`src/rtl/key_bcd_counter_if.sv`:
```
// Digit bus from the key/tick BCD counter to the seven-segment scanning display.
// master drives the digits and the wrap flag, slave is the display side.
interface key_bcd_counter_if;
  logic [3:0] ge;
  logic [3:0] shi;
  logic [3:0] bai;
  logic       wrap;

  modport master (output ge, output shi, output bai, output wrap);
  modport slave  (input  ge, input  shi, input  bai, input  wrap);
endinterface

```
`src/rtl/key_bcd_counter.sv`:
```
// 3-digit BCD counter (000..999) driven by a prescaled auto tick and three debounced keys.
// Define BCD_SATURATE_EN to saturate at 999/000 (wrap then flags the blocked step).
module key_bcd_counter #(
  parameter int TICK_DIV   = 50000000,
  parameter int DEB_CYCLES = 1000000
) (
  input  logic               clk,
  input  logic               res,
  input  logic               key_up,
  input  logic               key_down,
  input  logic               key_clr,
  input  logic               run,
  key_bcd_counter_if.master  disp
);

  localparam int DEB_W  = $clog2(DEB_CYCLES);
  localparam int TICK_W = $clog2(TICK_DIV);
  localparam logic [DEB_W-1:0]  DEB_MAX  = DEB_W'(DEB_CYCLES - 1);
  localparam logic [TICK_W-1:0] TICK_MAX = TICK_W'(TICK_DIV - 1);

  // Key vectors are ordered {clr, down, up}.
  logic [2:0]       key_raw;
  logic [2:0]       sync1;
  logic [2:0]       sync2;
  logic [2:0]       deb;
  logic [2:0]       deb_q;
  logic [2:0]       ev;
  logic [DEB_W-1:0] deb_cnt [3];

  logic [TICK_W-1:0] tick_cnt;
  logic              tick;

  logic [3:0] ge_q, shi_q, bai_q;
  logic       wrap_q;
  logic [3:0] inc_ge, inc_shi, inc_bai;
  logic [3:0] dec_ge, dec_shi, dec_bai;
  logic       at_max, at_min;
  logic       do_inc, do_dec;

  assign key_raw = {key_clr, key_down, key_up};

  always_ff @(posedge clk or negedge res) begin
    if (!res) begin
      sync1 <= 3'b111;
      sync2 <= 3'b111;
    end else begin
      sync1 <= key_raw;
      sync2 <= sync1;
    end
  end

  // A level is accepted only after DEB_CYCLES consecutive cycles of disagreement.
  always_ff @(posedge clk or negedge res) begin
    if (!res) begin
      deb   <= 3'b111;
      deb_q <= 3'b111;
      ev    <= 3'b000;
      for (int i = 0; i < 3; i++) deb_cnt[i] <= '0;
    end else begin
      deb_q <= deb;
      ev    <= deb_q & ~deb;
      for (int i = 0; i < 3; i++) begin
        if (sync2[i] == deb[i]) begin
          deb_cnt[i] <= '0;
        end else if (deb_cnt[i] == DEB_MAX) begin
          deb[i]     <= sync2[i];
          deb_cnt[i] <= '0;
        end else begin
          deb_cnt[i] <= deb_cnt[i] + 1'b1;
        end
      end
    end
  end

  assign tick = run && (tick_cnt == TICK_MAX);

  always_ff @(posedge clk or negedge res) begin
    if (!res) begin
      tick_cnt <= '0;
    end else if (ev[2]) begin
      tick_cnt <= '0;
    end else if (run) begin
      tick_cnt <= tick ? '0 : tick_cnt + 1'b1;
    end
  end

  // Decimal +1 / -1 with per-digit carry and borrow.
  always_comb begin
    inc_ge  = ge_q;
    inc_shi = shi_q;
    inc_bai = bai_q;
    dec_ge  = ge_q;
    dec_shi = shi_q;
    dec_bai = bai_q;
    if (ge_q != 4'd9) begin
      inc_ge = ge_q + 4'd1;
    end else begin
      inc_ge = 4'd0;
      if (shi_q != 4'd9) begin
        inc_shi = shi_q + 4'd1;
      end else begin
        inc_shi = 4'd0;
        inc_bai = (bai_q == 4'd9) ? 4'd0 : bai_q + 4'd1;
      end
    end
    if (ge_q != 4'd0) begin
      dec_ge = ge_q - 4'd1;
    end else begin
      dec_ge = 4'd9;
      if (shi_q != 4'd0) begin
        dec_shi = shi_q - 4'd1;
      end else begin
        dec_shi = 4'd9;
        dec_bai = (bai_q == 4'd0) ? 4'd9 : bai_q - 4'd1;
      end
    end
  end

  assign at_max = (ge_q == 4'd9) && (shi_q == 4'd9) && (bai_q == 4'd9);
  assign at_min = (ge_q == 4'd0) && (shi_q == 4'd0) && (bai_q == 4'd0);
  // A tick colliding with any key event is dropped.
  assign do_inc = (ev[0] & ~ev[1]) | (tick & ~(|ev));
  assign do_dec = ev[1] & ~ev[0];

  always_ff @(posedge clk or negedge res) begin
    if (!res) begin
      ge_q   <= 4'd0;
      shi_q  <= 4'd0;
      bai_q  <= 4'd0;
      wrap_q <= 1'b0;
    end else begin
      wrap_q <= 1'b0;
      if (ev[2]) begin
        ge_q  <= 4'd0;
        shi_q <= 4'd0;
        bai_q <= 4'd0;
      end else if (do_inc) begin
`ifdef BCD_SATURATE_EN
        if (at_max) begin
          wrap_q <= 1'b1;
        end else begin
          ge_q  <= inc_ge;
          shi_q <= inc_shi;
          bai_q <= inc_bai;
        end
`else
        ge_q   <= inc_ge;
        shi_q  <= inc_shi;
        bai_q  <= inc_bai;
        wrap_q <= at_max;
`endif
      end else if (do_dec) begin
`ifdef BCD_SATURATE_EN
        if (at_min) begin
          wrap_q <= 1'b1;
        end else begin
          ge_q  <= dec_ge;
          shi_q <= dec_shi;
          bai_q <= dec_bai;
        end
`else
        ge_q   <= dec_ge;
        shi_q  <= dec_shi;
        bai_q  <= dec_bai;
        wrap_q <= at_min;
`endif
      end
    end
  end

  assign disp.ge   = ge_q;
  assign disp.shi  = shi_q;
  assign disp.bai  = bai_q;
  assign disp.wrap = wrap_q;

endmodule

```
`src/flat_wrapper.sv`:
```
// flat-port wrapper written by rule: the top's interface ports become plain ports
module key_bcd_counter_flat 
#(
  parameter int TICK_DIV   = 50000000,
  parameter int DEB_CYCLES = 1000000
)
  (clk, res, key_up, key_down, key_clr, run, disp_ge, disp_shi, disp_bai, disp_wrap);
  key_bcd_counter_if disp_i ();
  input  logic clk;
  input  logic res;
  input  logic key_up;
  input  logic key_down;
  input  logic key_clr;
  input  logic run;
  output wire logic [$bits(disp_i.ge)-1:0] disp_ge;
  output wire logic [$bits(disp_i.shi)-1:0] disp_shi;
  output wire logic [$bits(disp_i.bai)-1:0] disp_bai;
  output wire logic [$bits(disp_i.wrap)-1:0] disp_wrap;
  assign disp_ge = disp_i.ge;
  assign disp_shi = disp_i.shi;
  assign disp_bai = disp_i.bai;
  assign disp_wrap = disp_i.wrap;
  key_bcd_counter #(.TICK_DIV(TICK_DIV), .DEB_CYCLES(DEB_CYCLES)) u_core (.clk(clk), .res(res), .key_up(key_up), .key_down(key_down), .key_clr(key_clr), .run(run), .disp(disp_i));
endmodule
```
`config.mk`:
```
export PLATFORM = sky130hd
export DESIGN_NAME = key_bcd_counter_flat
export DESIGN_NICKNAME = d
export VERILOG_FILES = /design/src/rtl/key_bcd_counter_if.sv /design/src/rtl/key_bcd_counter.sv /design/src/flat_wrapper.sv
export SDC_FILE = /design/constraint.sdc
export NUM_CORES = 1
export LEC_CHECK = 0
export ABC_CLOCK_PERIOD_IN_PS = 2780
export BUFFER_PORTS_ARGS = -buffer_cell sky130_fd_sc_hd__buf_2
export CAP_MARGIN = 10
export CELL_PAD_IN_SITES_DETAIL_PLACEMENT = 1
export CELL_PAD_IN_SITES_GLOBAL_PLACEMENT = 2
export CORE_UTILIZATION = 38
export CTS_BUF_LIST = sky130_fd_sc_hd__clkbuf_8
export CTS_CLUSTER_DIAMETER = 30
export DETAILED_ROUTE_END_ITERATION = 12
export PLACE_DENSITY_LB_ADDON = 0.1
export SLEW_MARGIN = 10
export SYNTH_ARGS = -nofsm -noshare
export SYNTH_HDL_FRONTEND = slang
export SYNTH_SLANG_ARGS = --single-unit
```
`constraint.sdc`:
```
create_clock -name clk -period 2.78 [get_ports clk]
set_input_delay 0.417 -clock clk [delete_from_list [all_inputs] [get_ports clk]]
set_output_delay 0.417 -clock clk [all_outputs]
set_load 0.02 [all_outputs]
```
==> flow_metrics.py, run 1 <==
metrics = {
    "critical_path": {
        "cpPeakStageDelay_ns": 0.53,
        "worstSetupPathType": "flip-flop to flip-flop",
        "r2r_start": "u_core.tick_cnt[16]$_DFFE_PN0P_",
        "critPathRequiredTime_ns": 3.09,
        "crit_buf_inv": 1,
        "cp_max_fo": 4,
        "timing.rr.end": "u_core.disp.bai[3]$_DFFE_PN0P_",
        "crit_slowest_cell": "or4b_1",
        "r2r_cells": 7,
        "crit_family": "simple AND/OR/NAND/NOR gates",
        "r2r_slack_ns": 0.12,
        "cp_num_cells": 7,
        "worst_ep_arrival_time_ns": 2.96,
        "cp_cell_sequence": "or4b_1 -> or4_4 -> o41ai_4 -> buf_2 -> mux2_2 -> a211oi_1 -> a31oi_1",
        "startpoint_type": "flip-flop",
        "end_kind": "flip-flop",
    },
    "drt": {
        "via_count": 4262,
        "viasPerCell": 5.160,
        "wl_per_cell_um": 15.16,
        "drc": 0,
        "detail-route-antenna-nets": 0,
        "wl_um": 12520,
        "dr.pass1.iters": 6,
        "drtIter0Drc": 121,
    },
    "place": {
        "gp_congestion": 0.7976,
        "portBuffers": 18,
        "hpwl_um": 8734,
        "place_ws_ns": -0.01904,
    },
    "clock_tree": {
        "htree_levels": 4,
        "cts_root_buffer": "clkbuf_8",
        "clk_latency_ns": 0.43,
        "cts_sinks": 114,
        "cts_tree": "yes",
        "clock_path_buffers": 2,
        "cts_buffers": 17,
        "clk_pin_slew_ns": 0.07,
    },
    "cells_and_area": {
        "drive_above_1_share_pct": 14.95,
        "final_cell_mix": "nor2_1 (118), dfrtp_1 (102), xor2_1 (49)",
        "mostFrequentLayoutCell": "nor2_1",
        "n_fill_cell": 1701,
        "area_delta_synth_final_pct": 13.18,
        "register_area_um2": 2868,
        "nets": 648,
        "n_antenna_cell": 0,
        "multi_input_area_um2": 2778,
        "final_core_util_pct": 44.54,
    },
    "global_routing": {
        "overflow": 0,
        "grt_max_degree": 52,
        "grt_pass1_vias": 4591,
        "grt_pass1_wl_um": 22110,
        "grt_usage_pct": 17.50,
        "antenna_found_initial": 0,
    },
    "flow_run": {
        "drv_cap": 0,
    },
    "synth": {
        "synth_area_leaders": "dfrtp_1 (44%), nor2_1 (7.7%), xor2_1 (7.4%)",
        "syn-cell-area_um2": 5763,
        "yosysTopAreaCell": "dfrtp_1",
        "ys.flop_type": "dfrtp_1",
        "synth_fp_nets": 609,
        "yosysSeqAreaShare_pct": 49.76,
        "yosysWarningCount": 0,
        "async_flop_share_pct": 100.0,
        "ys_ff_latch": 114,
        "syn-mean-instance-area_um2": 9.768,
        "synth_cell_types": 52,
        "synth_cells": 590,
        "synth_edf_count": 0,
        "synth_top_area_share_pct": 44.29,
    },
    "sta": {
        "fmax_mhz": 376.3,
        "worst_pin_slew_ns": 0.5523,
        "fin_ws_ns": 0.1228,
        "clock_skew_ns": 0.01182,
        "fin_tns_setup_ns": 0,
        "slew_headroom_pct": 63.18,
        "setup_viol": 0,
        "slew_viol_final": 0,
        "rsz0062_at_grt": "false",
        "finalCritPeriodShare_pct": 95.58,
        "fin_crit_ns": 2.657,
        "hold_viol_final": 0,
    },
    "hold_path": {
        "hold_path_startpoint": "key_down",
        "hp-class": "primary input to flip-flop",
        "hold_end": "u_core.sync1[1]$_DFF_PN1_",
        "min_path_cells": 1,
    },
    "power_and_ir_drop": {
        "static-leakage-power_nw": 2.867,
        "powerDensity_nw_per_um2": 499.1,
        "ir_drop_v": 0.0002694,
    },
    "floorplan": {
        "num_rows": 44,
        "die_w_um": 125.2,
        "die_y_um": 125.2,
        "ios": 19,
        "dieArea_um2": 15660,
        "initial_utilization_pct": 39.35,
        "coreArea_um2": 14640,
    },
    "status": {
        "status": "finished, final reports clean",
    },
}
[stage by stage]
step	area, um2	instances	hold WS (ns)	total power [mW]
6_report	6523	826	0.09123	3.256
3_3_place_gp	6136	790	0.3464	1.943
4_1_cts	6504	825	0.05411	3.313
5_1_grt	6523	826	0.05779	3.419
2_1_floorplan	5763	590	0.1214	1.872
3_5_place_dp	6136	790	0.3515	1.951
[state kept, by name (all words and copies together) (netlist names), 4 cells and up]
| signal | count |
|---|---|
| u_core.disp.bai | 4 |
| u_core.tick_cnt | 26 |
| u_core.disp.shi | 4 |
| u_core.disp.ge | 4 |
| u_core.deb_cnt | 60 |
[per-layer routing]
| metal | wire (um) | track usage, % |
|---|---|---|
| met3 | 271 | 4.236 |
| met2 | 5882 | 28.36 |
| met1 | 6227 | 22.99 |
| met4 | 142 | 5.811 |
| met5 | 0 | 0 |
[report_power, final]
| group | internal [mW] | leakage [nW] | switching, mW | total [mW] |
|---|---|---|---|---|
| Combinational | 0.0562 | 1.17 | 0.0921 | 0.148 |
| Sequential | 1.71 | 1.50 | 0.0563 | 1.77 |
| Clock | 0.685 | 0.199 | 0.653 | 1.34 |
[Yosys cell counts (7+ instances only)]
library cell  number
nor2_1           118
dfrtp_1          102
xor2_1            49
nand2_1           43
nand3_1           35
xnor2_1           30
nand4_1           17
clkbuf_1          15
ha_1              13
inv_1             13
and3_1            12
dfstp_2           12
nor3_1            11
o21ai_0           11
a21oi_1           10
nor4_1             9
or3_1              8
mux2_2             7
nand2b_1           7
[kinds of logic after synthesis]
group,after synthesis,synth area share [%]
adder cells (fa/ha/maj),13,2.822
flip-flops,114,49.76
AO/OA/AOI/OAI,50,6.318
buffers and inverters,31,2.280
AND/OR/NAND/NOR,293,24.92
multiplexers,10,1.889
XOR/XNOR,79,12.01
[how the worst max path moves through the flow]
stage / slack, ns / end / startpoint
5_1_grt: 0.02 / u_core.disp.bai[2]$_DFFE_PN0P_ / u_core.tick_cnt[16]$_DFFE_PN0P_
3_3_place_gp: 0.07 / u_core.disp.shi[2]$_DFFE_PN0P_ / u_core.tick_cnt[11]$_DFFE_PN0P_
4_1_cts: 0.003 / u_core.disp.shi[2]$_DFFE_PN0P_ / u_core.tick_cnt[11]$_DFFE_PN0P_
2_1_floorplan: 0.01 / u_core.disp.bai[3]$_DFFE_PN0P_ / u_core.tick_cnt[11]$_DFFE_PN0P_
3_5_place_dp: -0.02 / u_core.disp.shi[2]$_DFFE_PN0P_ / u_core.tick_cnt[11]$_DFFE_PN0P_
6_report: 0.12 / u_core.disp.bai[3]$_DFFE_PN0P_ / u_core.tick_cnt[16]$_DFFE_PN0P_
[timing repair]
item	CTS	global route
hold endpoints to repair	34	0
setup buffers	2	0
hold buffers	1	0
setup endpoints to repair	3	6
cloned	0	1
resized for setup	1	2
pin swaps	0	4
[layout make-up]
type | instances | area share (%)
Inverter | 13 | 0.7481
Multi-Input combinational cell | 445 | 42.59
Clock inverter | 11 | 0.7673
Timing Repair Buffer | 38 | 3.971
Tap cell | 184 | 3.530
Sequential cell | 114 | 43.97
Clock buffer | 21 | 4.431
No activity file was read; power rests on OpenSTA's default activity.
==> run 2: changes to the inputs <==
Settings changed: ABC_CLOCK_PERIOD_IN_PS 2780 to 3050, CORE_UTILIZATION 38 to 42.
Clock period 2.78 ns to 3.05 ns, I/O delays scaled along.
==> run 2 against run 1 <==
Against the previous run: flip-flop and latch count unchanged; wire length shrank 1.6%; sequential share of layout area increased by 0.46 points; clock skew hardly changed; largest power group unchanged; via count rose by 0.26%; clock power about the same; critical path depth is the same; largest cell class unchanged; clock-buffer cell count down 4; fmax shrank 6.9%; setup slack better by 0.074 ns; hold slack got worse by 0.022 ns.
==> flow_metrics.py, run 2 (synthesis results as in run 1) <==
metrics = {
    "status": {
        "status": "finished, final reports clean",
    },
    "floorplan": {
        "coreArea_um2": 13300,
        "die_w_um": 119.1,
        "num_rows": 42,
        "initial_utilization_pct": 43.35,
        "die_y_um": 119.1,
        "dieArea_um2": 14190,
        "ios": 19,
    },
    "power_and_ir_drop": {
        "clock_power_share_pct": 43.9,
        "static-leakage-power_nw": 2.796,
        "comb_power_share_pct": 4.3,
        "switchingPower_uw": 791.8,
        "ir_drop_v": 0.0003019,
        "p_sw_share_pct": 25.38,
        "intPower_mw": 2.328,
        "powerDensity_nw_per_um2": 483.4,
        "seqPwrFrac_pct": 51.8,
    },
    "clock_tree": {
        "clk_pin_slew_ns": 0.07,
        "cts_buffers": 17,
        "cts_tree": "yes",
        "htree_levels": 4,
        "cts_root_buffer": "clkbuf_8",
        "clock_path_buffers": 2,
        "clk_latency_ns": 0.45,
        "cts_hold_buf": 0,
        "post_cts_buffers": 0,
        "cts-resized-gates": 0,
        "cts_sinks": 114,
    },
    "place": {
        "portBuffers": 18,
        "gp_congestion": 0.7777,
        "hpwl_um": 8377,
        "place_area_um2": 6078,
    },
    "cells_and_area": {
        "reg_top3": "u_core.deb_cnt x60, u_core.tick_cnt x26",
        "n_fill_cell": 1531,
        "area_delta_synth_final_pct": 12.01,
        "n_antenna_cell": 0,
        "nets": 636,
        "register_area_um2": 2868,
        "final_cell_mix": "nor2_1 (118), dfrtp_1 (102), xor2_1 (49)",
        "mostFrequentLayoutCell": "nor2_1",
        "largest_reg_flops": 60,
        "multi_input_area_um2": 2764,
        "finalInstanceArea_um2": 6455,
        "largest_register": "u_core.deb_cnt",
        "drive_above_1_share_pct": 13.97,
    },
    "critical_path": {
        "r2r_start": "u_core.tick_cnt[16]$_DFFE_PN0P_",
        "worstSetupPathType": "flip-flop to flip-flop",
        "end_kind": "flip-flop",
        "worst_ep_arrival_time_ns": 3.18,
        "critPathRequiredTime_ns": 3.37,
        "cp_max_fo": 21,
        "startpoint_type": "flip-flop",
        "r2r_slack_ns": 0.20,
        "startpoint": "u_core.tick_cnt[16]$_DFFE_PN0P_",
    },
    "global_routing": {
        "grt_max_degree": 57,
        "overflow": 0,
        "grt_pass1_wl_um": 21330,
        "grt_pass1_vias": 4344,
        "grt_usage_pct": 19.11,
        "antenna_found_initial": 0,
    },
    "drt": {
        "wl_per_cell_um": 15.30,
        "detail-route-antenna-nets": 0,
        "viasPerCell": 5.301,
        "top_layer": "met4",
        "drtIter0Drc": 168,
        "drc": 0,
        "met3RoutedLength_um": 313,
        "via_count": 4273,
        "routed-wl-met2_um": 5990,
        "dr.pass1.iters": 4,
        "routedLengthMet1_um": 5840,
        "wl_um": 12330,
    },
    "sta": {
        "rsz0062_at_grt": "false",
        "slew_headroom_pct": 50.32,
        "worst_pin_slew_ns": 0.7452,
        "hold_viol_final": 0,
        "finalCritPeriodShare_pct": 93.54,
        "fmax_mhz": 350.5,
        "clock_skew_ns": 0.01225,
        "slew_viol_final": 0,
        "fin_crit_ns": 2.853,
        "fin_tns_setup_ns": 0,
        "setup_viol": 0,
    },
    "flow_run": {
        "drv_cap": 0,
    },
    "hold_path": {
        "hp-class": "primary input to asynchronous set/reset pin",
    },
}
==> run 2: cell types whose count changed in the layout (fill, tap and decap cells not counted), moves of 2 or more <==
cell	delta
inv_1	-5
clkinv_2	+2
clkbuf_8	-4
inv_6	+2
bufinv_16	+2
buf_4	-10
clkinvlp_4	+2
==> run 2: cell type report <==
type	count	share of cell area, %
timing repair buffer	26	2.752
inverter	13	0.7560
clock inverter	15	2.210
sequential	114	44.43
clock buffer	17	3.625
multi-input combinational	445	42.82
tap	176	3.412
==> run 2: worst paths after layout <==
| path | to | cells after the start |
|---|---|---|
| worst max-delay path | u_core.disp.bai[3]$_DFFE_PN0P_ | 7 |
| worst min-delay path | u_core.disp.ge[0]$_DFFE_PN0P_ | 1 |
| worst max register to register | u_core.disp.bai[3]$_DFFE_PN0P_ | 7 |
| worst min register to register | u_core.sync2[2]$_DFF_PN1_ | 0 |
| max in group asynchronous | u_core.disp.ge[1]$_DFFE_PN0P_ | 2 |
| min in group clk | u_core.sync1[2]$_DFF_PN1_ | 1 |
==> run 2: power by group through the flow <==
stage,clock [mW],combinational (mW),sequential (mW)
after floorplan,0,0.0792,1.63
after global placement,0,0.132,1.64
after detailed placement,0,0.140,1.64
after CTS,1.42,0.141,1.61
after global routing,1.48,0.159,1.62
final,1.37,0.135,1.62
==> run 2: worst max-delay path: stages (launching register included) <==
cell,delay (ns)
dfrtp_1,0.42
or4b_1,0.52
or4_4,0.50
o41ai_4,0.38
buf_12,0.22
mux2_2,0.34
a211oi_1,0.22
a31oi_1,0.11
==> run 2: layer usage <==
| layer | track usage [%] | vias up |
|---|---|---|
| met5 | 0 | - |
| met4 | 6.883 | 0 |
| met3 | 4.646 | 17 |
| met2 | 30.96 | 39 |
| met1 | 24.80 | 2142 |
| li1 | - | 2075 |
==> run 2: through the flow <==
| step | utilization, % | setup WS (ns) | cells | power, mW | hold slack, ns |
|---|---|---|---|---|---|
| finish | 48.55 | 0.1971 | 806 | 3.120 | 0.06948 |
| global route | 48.55 | 0.09827 | 806 | 3.259 | 0.07418 |
| CTS | 48.55 | 0.1731 | 806 | 3.181 | 0.07436 |
| detailed placement | 45.72 | 0.1928 | 774 | 1.783 | 0.3475 |
| global placement | 45.72 | 0.2005 | 774 | 1.770 | 0.3461 |
| floorplan | - | 0.2807 | 590 | 1.707 | 0.1619 |
